===== src/rtl/hci_mem_bank_adapter.sv =====
// hci_mem_bank_adapter
//   Terminal per-bank stage of the TCDM interconnect. It accepts one request at
//   a time from a memory-side master port, drives a single-port synchronous
//   SRAM macro (1-cycle read latency), optionally holds the bank busy for
//   WAIT_CYCLES extra cycles, and returns exactly one response per access.
//
// Ports
//   clk_i, rst_i (async, active high), clear_i (sync soft clear)
//   req_i/gnt_o/add_i/wen_i/be_i/data_i/id_i/user_i : request channel
//   r_valid_o/r_data_o/r_id_o/r_user_o              : response channel
//   sram_ce_o/sram_we_o/sram_addr_o/sram_wdata_o/sram_bwe_o/sram_rdata_i : macro
module hci_mem_bank_adapter #(
    parameter int AW          = 10,
    parameter int DW          = 32,
    parameter int BW          = 8,
    parameter int IW          = 8,
    parameter int UW          = 1,
    parameter int WAIT_CYCLES = 0
) (
    input  logic               clk_i,
    input  logic               rst_i,
    input  logic               clear_i,
    input  logic               req_i,
    output logic               gnt_o,
    input  logic [AW-1:0]      add_i,
    input  logic               wen_i,
    input  logic [DW/BW-1:0]   be_i,
    input  logic [DW-1:0]      data_i,
    input  logic [IW-1:0]      id_i,
    input  logic [UW-1:0]      user_i,
    output logic               r_valid_o,
    output logic [DW-1:0]      r_data_o,
    output logic [IW-1:0]      r_id_o,
    output logic [UW-1:0]      r_user_o,
    output logic               sram_ce_o,
    output logic               sram_we_o,
    output logic [AW-1:0]      sram_addr_o,
    output logic [DW-1:0]      sram_wdata_o,
    output logic [DW-1:0]      sram_bwe_o,
    input  logic [DW-1:0]      sram_rdata_i
);

    localparam int NB = DW / BW;
    localparam int CW = (WAIT_CYCLES > 0) ? $clog2(WAIT_CYCLES + 1) : 1;

    typedef enum logic {IDLE, BUSY} state_t;

    state_t          state;
    logic [CW-1:0]   cnt;
    logic            pending;
    logic            resp_fire;
    logic            accept;

    // Capture registers follow the access in flight; response registers feed
    // the response channel, so an accept in a response cycle cannot disturb
    // the outgoing ID/user.
    logic [IW-1:0]   cap_id,   resp_id;
    logic [UW-1:0]   cap_user, resp_user;
    logic            cap_wen,  resp_wen;
    logic [DW-1:0]   hold;

    // Reset and clear both block new accepts combinationally.
    assign gnt_o  = req_i & (state == IDLE) & ~clear_i & ~rst_i;
    assign accept = gnt_o;

    assign sram_ce_o    = accept;
    assign sram_we_o    = accept & ~wen_i;
    assign sram_addr_o  = accept ? add_i  : '0;
    assign sram_wdata_o = accept ? data_i : '0;

    always_comb begin
        sram_bwe_o = '0;
        for (int k = 0; k < NB; k++)
            sram_bwe_o[k*BW +: BW] = {BW{be_i[k] & accept & ~wen_i}};
    end

    always_ff @(posedge clk_i or posedge rst_i) begin
        if (rst_i) begin
            state     <= IDLE;
            cnt       <= '0;
            pending   <= 1'b0;
            cap_id    <= '0;
            cap_user  <= '0;
            cap_wen   <= 1'b0;
            resp_id   <= '0;
            resp_user <= '0;
            resp_wen  <= 1'b0;
            hold      <= '0;
        end else if (clear_i) begin
            state   <= IDLE;
            cnt     <= '0;
            pending <= 1'b0;
        end else begin
            pending <= 1'b0;
            if (accept) begin
                cap_id   <= id_i;
                cap_user <= user_i;
                cap_wen  <= wen_i;
                if (WAIT_CYCLES == 0) begin
                    // No wait states: response is due next cycle.
                    resp_id   <= id_i;
                    resp_user <= user_i;
                    resp_wen  <= wen_i;
                    pending   <= 1'b1;
                end else begin
                    state <= BUSY;
                    cnt   <= CW'(WAIT_CYCLES);
                end
            end
            if (state == BUSY) begin
                // First busy cycle is the one where the macro's read data is valid.
                if (cnt == CW'(WAIT_CYCLES))
                    hold <= sram_rdata_i;
                if (cnt == CW'(1)) begin
                    state     <= IDLE;
                    cnt       <= '0;
                    pending   <= 1'b1;
                    resp_id   <= cap_id;
                    resp_user <= cap_user;
                    resp_wen  <= cap_wen;
                end else begin
                    cnt <= cnt - CW'(1);
                end
            end
        end
    end

    // A clear in the response cycle suppresses that response.
    assign resp_fire = pending & ~clear_i;
    assign r_valid_o = resp_fire;
    assign r_id_o    = resp_fire ? resp_id   : '0;
    assign r_user_o  = resp_fire ? resp_user : '0;
    assign r_data_o  = (resp_fire & resp_wen) ?
                       ((WAIT_CYCLES == 0) ? sram_rdata_i : hold) : '0;

endmodule


===== config.mk =====
export PLATFORM = sky130hd
export DESIGN_NAME = hci_mem_bank_adapter
export DESIGN_NICKNAME = d
export VERILOG_FILES = /design/src/rtl/hci_mem_bank_adapter.sv
export SDC_FILE = /design/constraint.sdc
export NUM_CORES = 1
export LEC_CHECK = 0
export BUFFER_PORTS_ARGS = -buffer_cell sky130_fd_sc_hd__buf_2
export CAP_MARGIN = 30
export CORE_AREA = 2 2 83 85
export DETAILED_ROUTE_END_ITERATION = 8
export DIE_AREA = 0 0 85 87
export GPL_TIMING_DRIVEN = 0
export PLACE_DENSITY_LB_ADDON = 0.1
export SYNTH_ARGS = -nofsm -noshare
export SYNTH_HDL_FRONTEND = slang
export SYNTH_SLANG_ARGS = --single-unit

===== constraint.sdc =====
create_clock -name clk_i -period 2.6 [get_ports clk_i]
set_input_delay 0.26 -clock clk_i [delete_from_list [all_inputs] [get_ports clk_i]]
set_output_delay 0.26 -clock clk_i [all_outputs]
set_load 0.03 [all_outputs]

==> results.json <==
{
  "fp.dieH_um": 87,
  "hold_viol_final": 0,
  "dp_hpwl_um": 4918,
  "cts_tree": "built",
  "synth_edf_count": 0,
  "mostFrequentLayoutCells": "213 x buf_2, 55 x and2_1, 32 x and3_1, 29 x buf_4, 23 x dfrtp_1",
  "grt_pass1_wl_um": 8431,
  "drive_gt1_share_pct": 62.35,
  "dieArea_um2": 7395,
  "nets": 502,
  "routabilityCongestion": 0.7583,
  "routed_wirelength_um": 5842,
  "slew_violations": 0,
  "yosysSeqAreaShare_pct": 32.33,
  "portBuffers": 210,
  "cp.arrival_ps": 2040,
  "cts-resized-gates": 0,
  "synth_compound_area_share_pct": 9.136,
  "syn_avg_cell_area_um2": 9.131,
  "leakage_nw": 2.083,
  "synthArstFlopShare_pct": 100.0,
  "drt-vias-per-instance": 4.162,
  "clock-root-buffer": "clkbuf_8",
  "rsz0062_at_grt": "no",
  "grt_max_degree": 24,
  "period_needed_ps": 2296,
  "final_common_cell": "buf_2",
  "fillers": 702,
  "p_per_area_nw_per_um2": 321.2,
  "synth_cell_type_count": 20,
  "regToRegSetupSlack_ps": 1090,
  "synth_top_family_by_area": "simple AND/OR/NAND/NOR gates",
  "required_ps": 2340,
  "routedWlPerCell_um": 11.95,
  "cts_inserted_buffers": 3,
  "hp-class": "input port to async pin",
  "syn_nets": 287,
  "cp-end-kind": "primary output",
  "first_iter_violations": 69,
  "fp.dieW_um": 85,
  "hold_buffers": 0,
  "clock_latency_ps": 260,
  "drtPass1Iterations": 4,
  "critPathMaxFanout": 10,
  "min_period_over_period_pct": 88.30,
  "setup_slack_ps": 304.2,
  "max_cap_violations": 0,
  "yosysWarningCount": 0,
  "synth_area_um2": 1780,
  "synthMuxAreaShare_pct": 6.325,
  "grt_use_total_pct": 13.94,
  "synth_xor_area_share_pct": 0.4919,
  "grt_remaining_overflow": 0,
  "pin_count": 211,
  "crit_type": "flip-flop to primary output",
  "ant_nets": 0,
  "diodes": 0,
  "cts_htree_levels": 1,
  "clockBufferDepth": 2,
  "fmax_mhz": 435.6,
  "synth_fa_ha_area_share_pct": 0,
  "postCtsSetupRepairBufs": 0,
  "ys_ff_latch": 23,
  "start_kind": "flip-flop",
  "grt_pass1_vias": 1711,
  "path_clk_slew_ps": 80,
  "coreArea_um2": 6569,
  "antenna_found_initial": 0,
  "cts.sinks": 23,
  "slew_headroom_pct": 42.32,
  "worst_slew_pin_slew_ps": 864.2,
  "yosys.area_share.simple_pct": 34.01,
  "status": "complete, no violations",
  "syn_to_final_growth_pct": 67.18,
  "initial_core_util_pct": 27.10,
  "syn_inst": 195,
  "pre_cts_slack_ps": 553.5,
  "route.vias.total": 2035,
  "synthFlopType": "dfrtp_1",
  "drcViolationCount": 0,
  "row_count": 30,
  "setup_tns_ps": 0,
  "irDropWorstVdd_mv": 0.4798,
  "clock_skew_ps": 2.546,
  "setup_viol": 0
}
==> stage by stage <==
| stage | util, % | cell area, um2 | hold slack [ps] | power, W | cells |
|---|---|---|---|---|---|
| 4_1_cts | 45.31 | 2977 | 220.1 | 0.0009762 | 489 |
| 2_1_floorplan | - | 1780 | 261.9 | 0.0006263 | 195 |
| 3_5_place_dp | 44.63 | 2932 | 457.2 | 0.0007525 | 485 |
| 6_report | 45.31 | 2977 | 201.4 | 0.0009562 | 489 |
| 5_1_grt | 45.31 | 2977 | 216.8 | 0.001025 | 489 |
| 3_3_place_gp | 44.63 | 2932 | 451.2 | 0.0007458 | 485 |
==> worst paths after layout <==
path / start / end / depth (start not counted)
min: rst_i / cap_id[3] / 2
max reg2reg: state / cap_id[6] / 4
min reg2reg: resp_id[7] / resp_id[7] / 1
max in group asynchronous: rst_i / resp_id[4] / 2
max: state / sram_bwe_o[7] / 6
min in group clk_i: id_i[0] / cap_id[0] / 2
==> power breakdown <==
group          internal [W]  switching [W]
combinational      0.000140       0.000161
clock              0.000109       0.000107
sequential         0.000412      0.0000273
==> state kept, by name, indices dropped and copies added (netlist names) <==
signal and count:
resp_user 1, pending 1, cap_wen 1, cap_user 1
state 1, resp_id 8, cap_id 8, resp_wen 1
cnt 1
==> synthesized netlist by cell type (all sizes together) (2+ instances only) <==
cell type  count  share of area, %
and2          55                19
inv            2              0.42
a22o          10               4.9
mux2          10               6.3
dfrtp         23                32
a21o          10               4.2
buf           35                15
and3          32                11
nor2           2              0.42
clkbuf        10               2.3
==> cell families (layout without fill, tap and decap cells) <==
logic type      Yosys count  in the layout
compound gates           20             20
mux                      10             10
xor+xnor                  1              1
simple gates             94             94
buf+inv                  47            261
flops                    23             23
==> critical path, stage by stage, from the launching register on <==
cell     delay, ps
dfrtp_1        430
nor4b_4        300
buf_6          190
and2b_1        220
and2_1         300
buf_4          150
buf_2          180
==> layer usage <==
metal / up-vias / share of wire, % / track usage, %
met5: - / 0 / 0
met4: 0 / 0.39 / 1.732
met3: 4 / 7.6 / 3.697
met2: 82 / 53 / 26.28
met1: 900 / 39 / 16.20
li1: 1049 / - / -
==> cell type report <==
class | count | area (um2) | area share (%)
buffer | 45 | 307.8 | 10.34
clock buffer | 4 | 45.04 | 1.513
inverter | 2 | 7.507 | 0.2522
multi-input combinational | 125 | 889.6 | 29.89
sequential | 23 | 575.6 | 19.34
tap | 80 | 100.1 | 3.363
timing repair buffer | 210 | 1051 | 35.31
Power figures use the tool's default switching activity.
